### config.mk
export PLATFORM = sky130hd
export DESIGN_NAME = switch_lamp_ctrl
export DESIGN_NICKNAME = d
export VERILOG_FILES = /design/src/rtl/switch_lamp_ctrl.sv
export SDC_FILE = /design/constraint.sdc
export NUM_CORES = 1
export LEC_CHECK = 0
export CAP_MARGIN = 20
export CORE_AREA = 2 2 85 79
export DETAILED_ROUTE_END_ITERATION = 16
export DIE_AREA = 0 0 87 81
export PLACE_DENSITY = 0.77
export SETUP_SLACK_MARGIN = 0.05
export SLEW_MARGIN = 20
export SYNTH_ARGS = -nofsm -noshare
export SYNTH_HDL_FRONTEND = slang
export SYNTH_SLANG_ARGS = --single-unit
### constraint.sdc
create_clock -name clk -period 1.65 [get_ports clk]
set_input_delay 0.2475 -clock clk [delete_from_list [all_inputs] [get_ports clk]]
set_output_delay 0.2475 -clock clk [all_outputs]
set_load 0.02 [all_outputs]
### src/rtl/switch_lamp_ctrl.sv
// Multi-channel switch-to-lamp controller: synchroniser, debounce, level/toggle
// lamp logic with auto-off timeout, shared PWM dimmer and on/off event pulses.
module switch_lamp_ctrl #(
    parameter int unsigned N_CH         = 4,
    parameter int unsigned DEBOUNCE_CYC = 4,
    parameter int unsigned TIMEOUT_CYC  = 16,
    parameter int unsigned PWM_W        = 4
) (
    input  logic                  clk,
    input  logic                  rst_n,
    input  logic [N_CH-1:0]       sw_in,
    input  logic [N_CH-1:0]       mode,
    input  logic [N_CH*PWM_W-1:0] bright,
    input  logic                  timeout_en,
    output logic [N_CH-1:0]       lamp_on,
    output logic [N_CH-1:0]       lamp_drive,
    output logic [N_CH-1:0]       on_event,
    output logic [N_CH-1:0]       off_event
);

    localparam int unsigned CNT_W = (DEBOUNCE_CYC > 1) ? $clog2(DEBOUNCE_CYC) : 1;
    localparam int unsigned TMR_W = (TIMEOUT_CYC > 1) ? $clog2(TIMEOUT_CYC) : 1;
    localparam logic [CNT_W-1:0] CNT_LAST = CNT_W'(DEBOUNCE_CYC - 1);
    localparam logic [TMR_W-1:0] TMR_LAST = TMR_W'(TIMEOUT_CYC - 1);

    logic [N_CH-1:0]  sync1;
    logic [N_CH-1:0]  sync2;
    logic [N_CH-1:0]  sw_stable;
    logic [N_CH-1:0]  sw_stable_d;
    logic [CNT_W-1:0] db_cnt [N_CH];
    logic [N_CH-1:0]  mode_r;
    logic [N_CH-1:0]  lockout;
    logic [TMR_W-1:0] timer [N_CH];
    logic [N_CH-1:0]  lamp_d;
    logic [PWM_W-1:0] pwm_cnt;

    logic [N_CH-1:0]  press_c;
    logic [N_CH-1:0]  mode_chg_c;
    logic [N_CH-1:0]  expire_c;

    // Per-channel press, mode-change and timeout-expiry qualifiers
    always_comb begin
        press_c    = sw_stable & ~sw_stable_d;
        mode_chg_c = mode ^ mode_r;
        expire_c   = '0;
        for (int i = 0; i < int'(N_CH); i++) begin
            expire_c[i] = lamp_on[i] & timeout_en & (timer[i] == TMR_LAST);
        end
    end

    // Two-flop synchroniser followed by a consecutive-agreement debouncer
    always_ff @(posedge clk) begin
        if (!rst_n) begin
            sync1       <= '0;
            sync2       <= '0;
            sw_stable   <= '0;
            sw_stable_d <= '0;
            for (int i = 0; i < int'(N_CH); i++) begin
                db_cnt[i] <= '0;
            end
        end else begin
            sync1       <= sw_in;
            sync2       <= sync1;
            sw_stable_d <= sw_stable;
            for (int i = 0; i < int'(N_CH); i++) begin
                if (sync2[i] == sw_stable[i]) begin
                    db_cnt[i] <= '0;
                end else if (db_cnt[i] == CNT_LAST) begin
                    sw_stable[i] <= sync2[i];
                    db_cnt[i]    <= '0;
                end else begin
                    db_cnt[i] <= db_cnt[i] + CNT_W'(1);
                end
            end
        end
    end

    // Lamp state: mode change beats timeout, timeout beats switch activity
    always_ff @(posedge clk) begin
        if (!rst_n) begin
            mode_r  <= '0;
            lockout <= '0;
            lamp_on <= '0;
            for (int i = 0; i < int'(N_CH); i++) begin
                timer[i] <= '0;
            end
        end else begin
            mode_r <= mode;
            for (int i = 0; i < int'(N_CH); i++) begin
                if (mode_chg_c[i]) begin
                    lamp_on[i] <= 1'b0;
                    timer[i]   <= '0;
                    lockout[i] <= 1'b0;
                end else if (expire_c[i]) begin
                    lamp_on[i] <= 1'b0;
                    timer[i]   <= '0;
                    // only level mode needs a release before re-lighting
                    lockout[i] <= ~mode_r[i];
                end else begin
                    if (mode_r[i]) begin
                        lamp_on[i] <= lamp_on[i] ^ press_c[i];
                    end else begin
                        lamp_on[i] <= sw_stable[i] & ~lockout[i];
                    end
                    if (!sw_stable[i]) begin
                        lockout[i] <= 1'b0;
                    end
                    if (lamp_on[i] && timeout_en) begin
                        timer[i] <= timer[i] + TMR_W'(1);
                    end else begin
                        timer[i] <= '0;
                    end
                end
            end
        end
    end

    // Shared PWM counter, dimmed drive and lamp transition events
    always_ff @(posedge clk) begin
        if (!rst_n) begin
            pwm_cnt    <= '0;
            lamp_d     <= '0;
            lamp_drive <= '0;
            on_event   <= '0;
            off_event  <= '0;
        end else begin
            pwm_cnt   <= pwm_cnt + PWM_W'(1);
            lamp_d    <= lamp_on;
            on_event  <= lamp_on & ~lamp_d;
            off_event <= ~lamp_on & lamp_d;
            for (int i = 0; i < int'(N_CH); i++) begin
                lamp_drive[i] <= lamp_on[i] &
                                 ((bright[i*int'(PWM_W) +: PWM_W] == {PWM_W{1'b1}}) |
                                  (pwm_cnt < bright[i*int'(PWM_W) +: PWM_W]));
            end
        end
    end

endmodule

# Word level (Yosys, flattened, before mapping)
# Memories as Yosys holds them, arrays and structs flattened.
# Index checks and enable logic that the tools add are counted.
dict set report word_totals {
  regBits 48
  ramBits 24
  input_bits 27
  out_inout_bits 16
  word_cells 297
  memories 2
}
dict set report classes {
  add_sub_neg 9
  order_cmp 4
  eq_ne 20
  n_mux 153
  bitwise 72
  n_reduce_logical 16
}
# name words word_bits rd rd_ports_with_merged_regs wr line
set mem_list {}
lappend mem_list {timer 4 4 4 0 4 33} ;# logic [TMR_W-1:0] timer [N_CH];
lappend mem_list {db_cnt 4 2 4 0 4 30} ;# logic [CNT_W-1:0] db_cnt [N_CH];
# operator count
set op_table {}
lappend op_table {{1-bit two-way mux} 125}
lappend op_table {{4-bit two-way mux} 16}
lappend op_table {{4-bit == test (second input constant)} 8}
lappend op_table {{1-bit OR} 32}
lappend op_table {{2-bit two-way mux} 12}
lappend op_table {{4-bit by 1-bit adder with 4-bit output (second input constant)} 5}
lappend op_table {{1-bit bitwise AND} 16}
lappend op_table {{4-bit < comparator} 4}
lappend op_table {{1-bit inverter} 13}
lappend op_table {{4-bit bitwise AND} 3}
lappend op_table {{4-bit inverter} 3}
lappend op_table {{3-bit OR reduction} 4}
lappend op_table {{2-bit by 1-bit adder with 2-bit output (second input constant)} 4}
lappend op_table {{2-bit == test (second input constant)} 4}
lappend op_table {{2-bit by 1-bit inequality test with 1-bit output (second input constant)} 4}
lappend op_table {{2-bit AND reduction} 4}
lappend op_table {{2-bit OR reduction} 4}
lappend op_table {{1-bit == test} 4}
lappend op_table {{1-bit logical AND} 4}
lappend op_table {{1-bit bitwise XOR} 4}
lappend op_table {{4-bit bitwise XOR} 1}

# Depth between registers and ports, before layout
dict set report logic_depth {
  ltp_word 9
  mapped_depth 5
  mapped_depth_nobuf 5
}

# Worst setup path after synthesis
# OpenSTA, ideal clock, no wires.
dict set report synth_path {
  kind {flip-flop to flip-flop}
  startpoint {mem timer[2][0] in the netlist's numbering}
  endpoint {reg lockout[2]}
  arrival_time_ps 1171
  required_time_ps 1535
  slack_ps 364
  stages_incl_launch_ff 6
  n_path_buf 0
  cell_sequence {edfxtp_1 > ha_1 > and3_4 > nand3_2 > nor3b_1 > o21a_1}
}
# element line
set synth_rtl {}
lappend synth_rtl {{start: declaration} 33}
lappend synth_rtl {{end signal: indexed assignment} 98} ;# lockout[i] <= ~mode_r[i];
lappend synth_rtl {{end: declaration} 32} ;# logic [N_CH-1:0] lockout;

# Final worst setup path
dict set report layout_path {
  startpoint {reg lamp_on[3]}
  endpoint {out lamp_on[3]}
}
# element line
set layout_rtl {}
lappend layout_rtl {{start: declaration} 15} ;# output logic [N_CH-1:0] lamp_on,
lappend layout_rtl {{start signal: indexed assignment} 101} ;# lamp_on[i] <= lamp_on[i] ^ press_c[i];
lappend layout_rtl {{start signal: indexed assignment} 103} ;# lamp_on[i] <= sw_stable[i] & ~lockout[i];
# No word-level cell between the ends.

==> results.sh <==
export IMPL_fmax_mhz=649
export IMPL_hp_class="flip-flop to flip-flop"
export IMPL_root_buffer="clkbuf_8"
export IMPL_place_congestion=0.773
export IMPL_synthCells=301
export IMPL_finClkSkew_ns=0.00441
export IMPL_post_route_min_period_ns=1.54
export IMPL_syn_avg_cell_area_um2=10.7
export IMPL_p_sw_share_pct=21.6
export IMPL_crit_start="lamp_on[3]$_SDFF_PP0_"
export IMPL_maxCapViolCount=0
export IMPL_crit_path_end_kind="output port"
export IMPL_ios=43
export IMPL_timing_hold_ws_ns=0.414
export IMPL_ir_drop_mv=0.496
export IMPL_drive_gt1_share_pct=9.87
export IMPL_clock_power_share_pct=38.8
export IMPL_place_ws_ns=-0.0963
export IMPL_insertedDiodeCount=0
export IMPL_grt_pass1_wl_um=9150
export IMPL_rsz0062_at_grt="no"
export IMPL_postRouteAntennaNets=0
export IMPL_synth_cell_types=33
export IMPL_synth_cell_area_um2=3220
export IMPL_power_total_mw=3.56
export IMPL_postPlaceCellArea_um2=3870
export IMPL_postLayoutCellArea_um2=4080
export IMPL_hold_viol=0
export IMPL_drcViolationCount=0
export IMPL_placementRows=28
export IMPL_clock_path_buffers=2
export IMPL_grt_max_degree=22
export IMPL_period_share_pct=93.4
export IMPL_timing_rr_start="timer[0][0]$_SDFFCE_PP0P_"
export IMPL_final_nets=428
export IMPL_comb_power_share_pct=7.3
export IMPL_vias=2261
export IMPL_clk_latency_ns=0.33
export IMPL_grtUsageTotal_pct=16.9
export IMPL_worstPathCellList="clkdlybuf4s50_1"
export IMPL_clkSlewWorstSetupHoldPaths_ns=0.07
export IMPL_overflow=0
export IMPL_die_area_um2=7050
export IMPL_vias_per_cell=4.92
export IMPL_antenna_found_initial=0
export IMPL_post_cts_setup_buffers=0
export IMPL_crit_family="buffers and inverters"
export IMPL_cellLeakagePower_nw=1.63
export IMPL_worst_path_buf_inv=1
export IMPL_io_buffers=42
export IMPL_timing_rr_end="lockout[0]$_SDFFE_PP0P_"
export IMPL_grt_pass1_vias=2112
export IMPL_first_iter_violations=64
export IMPL_synth_ff_latch_count=72
export IMPL_initial_core_util_pct=51.4
export IMPL_sequentialPowerShare_pct=53.9
export IMPL_critPathSlowestCell="clkdlybuf4s50_1"
export IMPL_cts_sinks=72
export IMPL_reg2reg_depth=5
export IMPL_ctsHtreeMaxLevel=3
export IMPL_path_class="flip-flop to output port"
export IMPL_critical_path_max_fanout=2
export IMPL_min_from="lamp_d[1]$_SDFF_PN0_"
export IMPL_p_int_mw=2.79
export IMPL_setup_slack_ns=0.109
export IMPL_rrSetupSlack_ns=0.25
export IMPL_area_growth_synth_to_final_pct=26.4
export IMPL_cts_tree="built"
export IMPL_whs_path_depth=1
export IMPL_hpwl_um=4200
export IMPL_setup_viol=0
export IMPL_die_y_um=81
export IMPL_max_stage_delay_ns=0.61
export IMPL_routed_wl_um=5540
export IMPL_die_w_um=87
export IMPL_hold_buffers=0
export IMPL_status="finished, final reports clean"
export IMPL_drv_slew=0
export IMPL_cp_start_kind="flip-flop"
export IMPL_core_um2=6270
export IMPL_hold_end="on_event[1]$_SDFF_PN0_"
export IMPL_wl_per_cell_um=12.0
export IMPL_cts_made_buffers=9
export IMPL_fill_cells=492
export IMPL_power_switching_mw=0.768
export IMPL_ys_seq_area_share_pct=52.2
export IMPL_crit_required_ns=1.40
export IMPL_first_pass_iters=4
export IMPL_power_density_nw_per_um2=873
export IMPL_worstPathArrival_ns=1.29
export IMPL_yosysWarnings=0
through the flow:
step           util [%]  instances  TNS, ns
4_1_cts            65.0        460        0
2_1_floorplan         -        324        0
3_3_place_gp       61.8        444        0
5_1_grt            65.0        460        0
6_report           65.0        460        0
3_5_place_dp       61.8        444   -0.160
cell usage in the layout (no fill, tap or decap), types with 2 or more instances in the layout:
cell type / instances
clkbuf_1: 3
and3_4: 4
nor2b_1: 5
nand3_1: 6
nand4b_1: 4
buf_4: 8
o21ai_0: 12
nor3b_1: 12
clkbuf_16: 2
nand4_1: 4
nand3_2: 7
and3b_1: 2
dlygate4sd2_1: 2
mux2i_1: 4
ha_1: 21
nand2b_1: 4
a21oi_1: 24
edfxtp_1: 24
conb_1: 24
clkbuf_8: 10
clkdlybuf4s50_1: 40
xnor2_1: 13
and2_1: 19
o211ai_1: 4
o21a_1: 4
a211oi_2: 4
nor4bb_1: 4
nor3_1: 4
nor2_1: 14
nor4b_1: 4
nand2_1: 18
inv_1: 23
dfxtp_1: 48
power by group through the flow:
stage / Clock [mW] / Combinational [mW] / Sequential (mW)
after floorplan: 0 / 0.150 / 1.95
after global placement: 0 / 0.252 / 1.96
after detailed placement: 0 / 0.259 / 1.96
after CTS: 1.41 / 0.260 / 1.92
after global routing: 1.47 / 0.297 / 1.93
final: 1.38 / 0.260 / 1.92
metal layers:
layer  track usage, %  up-vias  routed length, um
met5                0        -                  0
met2             28.9       30               2630
met1             20.0     1027               2630
met4             8.28        0                145
li1                 -     1191                  -
met3             3.96       13                138
final cells by class:
class                   instances  area (um^2)  share of cell area (%)
inverters                      24         90.1                    2.21
repair buffers                 51          498                    12.2
well taps                      75         93.8                    2.30
flip-flops and latches         72         1680                    41.3
clock inverters                 1         5.00                   0.123
multi-input cells             222         1510                    37.0
clock buffers                  15          199                    4.88
state kept, by name, summed over array words and instances, names as in the netlist:
signal / cells
db_cnt: 8
lamp_d: 4
lamp_drive: 4
lamp_on: 4
lockout: 4
mode_r: 4
off_event: 4
on_event: 4
pwm_cnt: 4
sw_stable: 4
sw_stable_d: 4
sync1: 4
sync2: 4
timer: 16
timing repair:
action	CTS	global route
hold endpoints to repair	0	0
endpoints found under the setup margin	2	0
resized for setup	2	0
synth_stat cells, drive strengths merged:
master / count / area, um^2
a211oi: 4 / 50.1
a21oi: 24 / 120
and2: 19 / 119
and3: 4 / 45.0
and3b: 2 / 17.5
buf: 3 / 17.5
clkbuf: 3 / 12.5
conb: 1 / 3.75
dfxtp: 48 / 961
edfxtp: 24 / 721
ha: 21 / 263
inv: 24 / 90.1
mux2i: 4 / 40.0
nand2: 18 / 67.6
nand2b: 4 / 25.0
nand3: 13 / 100
nand4: 4 / 25.0
nand4b: 4 / 35.0
nor2: 14 / 52.6
nor2b: 5 / 31.3
nor3: 4 / 20.0
nor3b: 12 / 90.1
nor4b: 4 / 35.0
nor4bb: 4 / 40.0
o211ai: 4 / 30.0
o21a: 4 / 30.0
o21ai: 12 / 60.1
xnor2: 13 / 114
xor2: 1 / 8.76
worst max-delay path by stage:
stage | cells after the start | end | slack [ns]
after floorplan | 5 | lockout[2]$_SDFFE_PP0P_ | 0.36
after global placement | 5 | timer[3][1]$_SDFFCE_PP0P_ | 0.02
after detailed placement | 3 | db_cnt[0][0]$_SDFFCE_PN0P_ | -0.1
after CTS | 1 | lamp_on[3] | 0.09
after global routing | 1 | lamp_on[3] | 0.06
final | 1 | lamp_on[3] | 0.11
kinds of logic (layout without fill, tap and decap cells):
group	Yosys count	after routing	synth area share, %
buf+inv	30	91	3.73
other cells	1	24	0.116
simple gates	111	111	21.8
mux	4	4	1.24
flops	72	72	52.2
fa+ha+maj	21	21	8.15
xor+xnor	14	14	3.80
compound gates	48	48	9.00
No activity file was read; power rests on OpenSTA's default activity.
==> variant: new RTL, same settings <==
`TIMEOUT_CYC`: 16 -> 32.
--- a/src/rtl/switch_lamp_ctrl.sv
+++ b/src/rtl/switch_lamp_ctrl.sv
@@ -4,5 +4,5 @@
     parameter int unsigned N_CH         = 4,
     parameter int unsigned DEBOUNCE_CYC = 4,
-    parameter int unsigned TIMEOUT_CYC  = 16,
+    parameter int unsigned TIMEOUT_CYC  = 32,
     parameter int unsigned PWM_W        = 4
 ) (
Behaviour: same outputs for any inputs over 10 cycles, from zero or initial values and one cycle with rst_n low; that may be too few to reach the edited logic, so the function may still have changed.
==> variant against the unedited design <==
Synthesized cell count is 1.3% higher. Design area up 5.2%. Total power decreased by 1.4%. Setup slack worse by 0.027 ns. Routed wire length up 8.4%. Count of clock-buffer cells in the layout shrank 5. Critical endpoint is now timer[0][0]. Sequential cell count is 4 higher. Synthesized area increased by 1.9%.
==> variant: results (changes against the unedited design) <==
worst hold path class=register to register; EDFF count, synth=28 (+17%); async set-reset flop share out of synthesis=0% (unchanged); RR Startpoint=timer[0][0]; cell family with most CP delay=simple AND/OR/NAND/NOR gates; DP HPWL=4280 um (+1.8%); layout cells sized above 1=13.2% (+3.3 points); TritonCTS Buffers=9 (unchanged); Netlist cell types=29 (-12%); nets@finish=457 (+6.8%); Placer Congestion=0.777 (+0.52%); antenna diode count=0 (unchanged); first-pass GRT wire length=9790 um (+7.0%); maximum vdd drop=0.000444 V (-11%); met1 Track Usage GR=21.7% (+1.7 points); NetSw=824 uW (+7.4%); CP max FO=5 (+3); yosys warns=0 (unchanged); top cells by area, synth=dfxtp_1 (29%), edfxtp_1 (26%), ha_1 (9.5%), nor2_1 (4.6%), inv_1 (3.2%); routed wl met2=2890 um (+9.9%); initial drt markers=67 (+4.7%); total track usage=18.0% (+1.1 points); P_clk=1.20 mW (-13%); CP max stage delay=0.41 ns (-0.20 ns); input/output buffers=42 (unchanged); sequential area share after synthesis=54.9% (+2.7 points); WL final=6010 um (+8.4%); GR Layer Usage met2=30.3% (+1.4 points); latest clock arrival within the worst-skew pair=0.34 ns; Post-synth top cells=dfxtp_1 (48), nor2_1 (40), edfxtp_1 (28), inv_1 (28), ha_1 (25); clock slew at reported path FFs=roughly 0.08 ns; Leak=1.79 nW (+9.7%); vias in the first global route=2291 (+8.5%); metal3 WL=302 um (+120%); initial antenna violation count=0 (unchanged); Arr. time, crit path=1.77 ns (+0.48 ns); H-tree depth=3 (unchanged); Critical Path Sink=timer[0][0]; met3 global-route usage=4.37% (+0.41 points); internal power=2.68 mW (-3.9%); highest routed layer=met4; FF-to-FF setup slack=0.08 ns (-0.17 ns); clock root buffer=clkbuf_8; Layout Skew=0.00490 ns (+0.000489 ns); biggest regs=timer: 20 flops, db_cnt: 8 flops; largest net degree at the start of global routing=23 (+4.5%); placed inst area=3980 um2 (+2.7%); Reg power frac=57.9% (+4.0 points); vias per cell=5.04 (+2.6%); Worst path slowest cell=edfxtp_1; Post-Route M1 WL=2710 um (+3.1%); status=complete, no violations
## variant: cell count changes after synthesis, moves of 5 or more
cell	before	now
nand3_2	7	0
nand3_1	6	17
a21oi_1	24	12
inv_1	23	28
xor2_1	1	7
nand2_1	18	9
nor2b_1	5	0
and2_1	19	13
nor2_1	14	40
## variant: through the flow
stage          hold WS, ns  instances  TNS, ns  util (%)  worst slack (ns)
4_1_cts              0.401        482        0      67.2            0.0501
2_1_floorplan        0.375        332        0         -             0.170
6_report             0.403        485        0      68.4            0.0822
5_1_grt              0.421        485        0      68.4           0.00598
3_3_place_gp         0.394        459        0      63.5            0.0475
3_5_place_dp         0.398        459   -0.212      63.5           -0.0626
## variant: worst min path at each step
stage / start / to / slack, ns / cells past startpoint
after global placement: lamp_d[0] / on_event[0] / 0.39 / 1
after CTS: lamp_d[3] / on_event[3] / 0.40 / 1
after floorplan: mode[0] / mode_r[0] / 0.37 / 1
after global routing: lamp_d[0] / on_event[0] / 0.42 / 1
after detailed placement: lamp_d[3] / on_event[3] / 0.40 / 1
final: lamp_d[3] / on_event[3] / 0.40 / 1
## variant: kinds of logic after synthesis
group / Yosys count / synth area share (%)
fa+ha+maj: 25 / 9.52
compound gates: 36 / 7.16
mux: 4 / 1.22
buf+inv: 35 / 4.49
flops: 76 / 54.9
other cells: 1 / 0.114
simple gates: 110 / 17.8
xor+xnor: 18 / 4.80
## variant: cell type report
class | instances | area (um2)
repair buffers | 68 | 612
fillers | 476 | 1980
inverters | 29 | 109
clock buffers | 10 | 128
flip-flops and latches | 76 | 1800
clock inverters | 6 | 40.0
well taps | 75 | 93.8
multi-input cells | 221 | 1510
## variant: what timing repair did
action	CTS	global route
setup endpoints to repair	24	24
hold endpoints to repair	0	0
buffers inserted	7	3
pin swaps	7	17
gates resized for setup	9	9
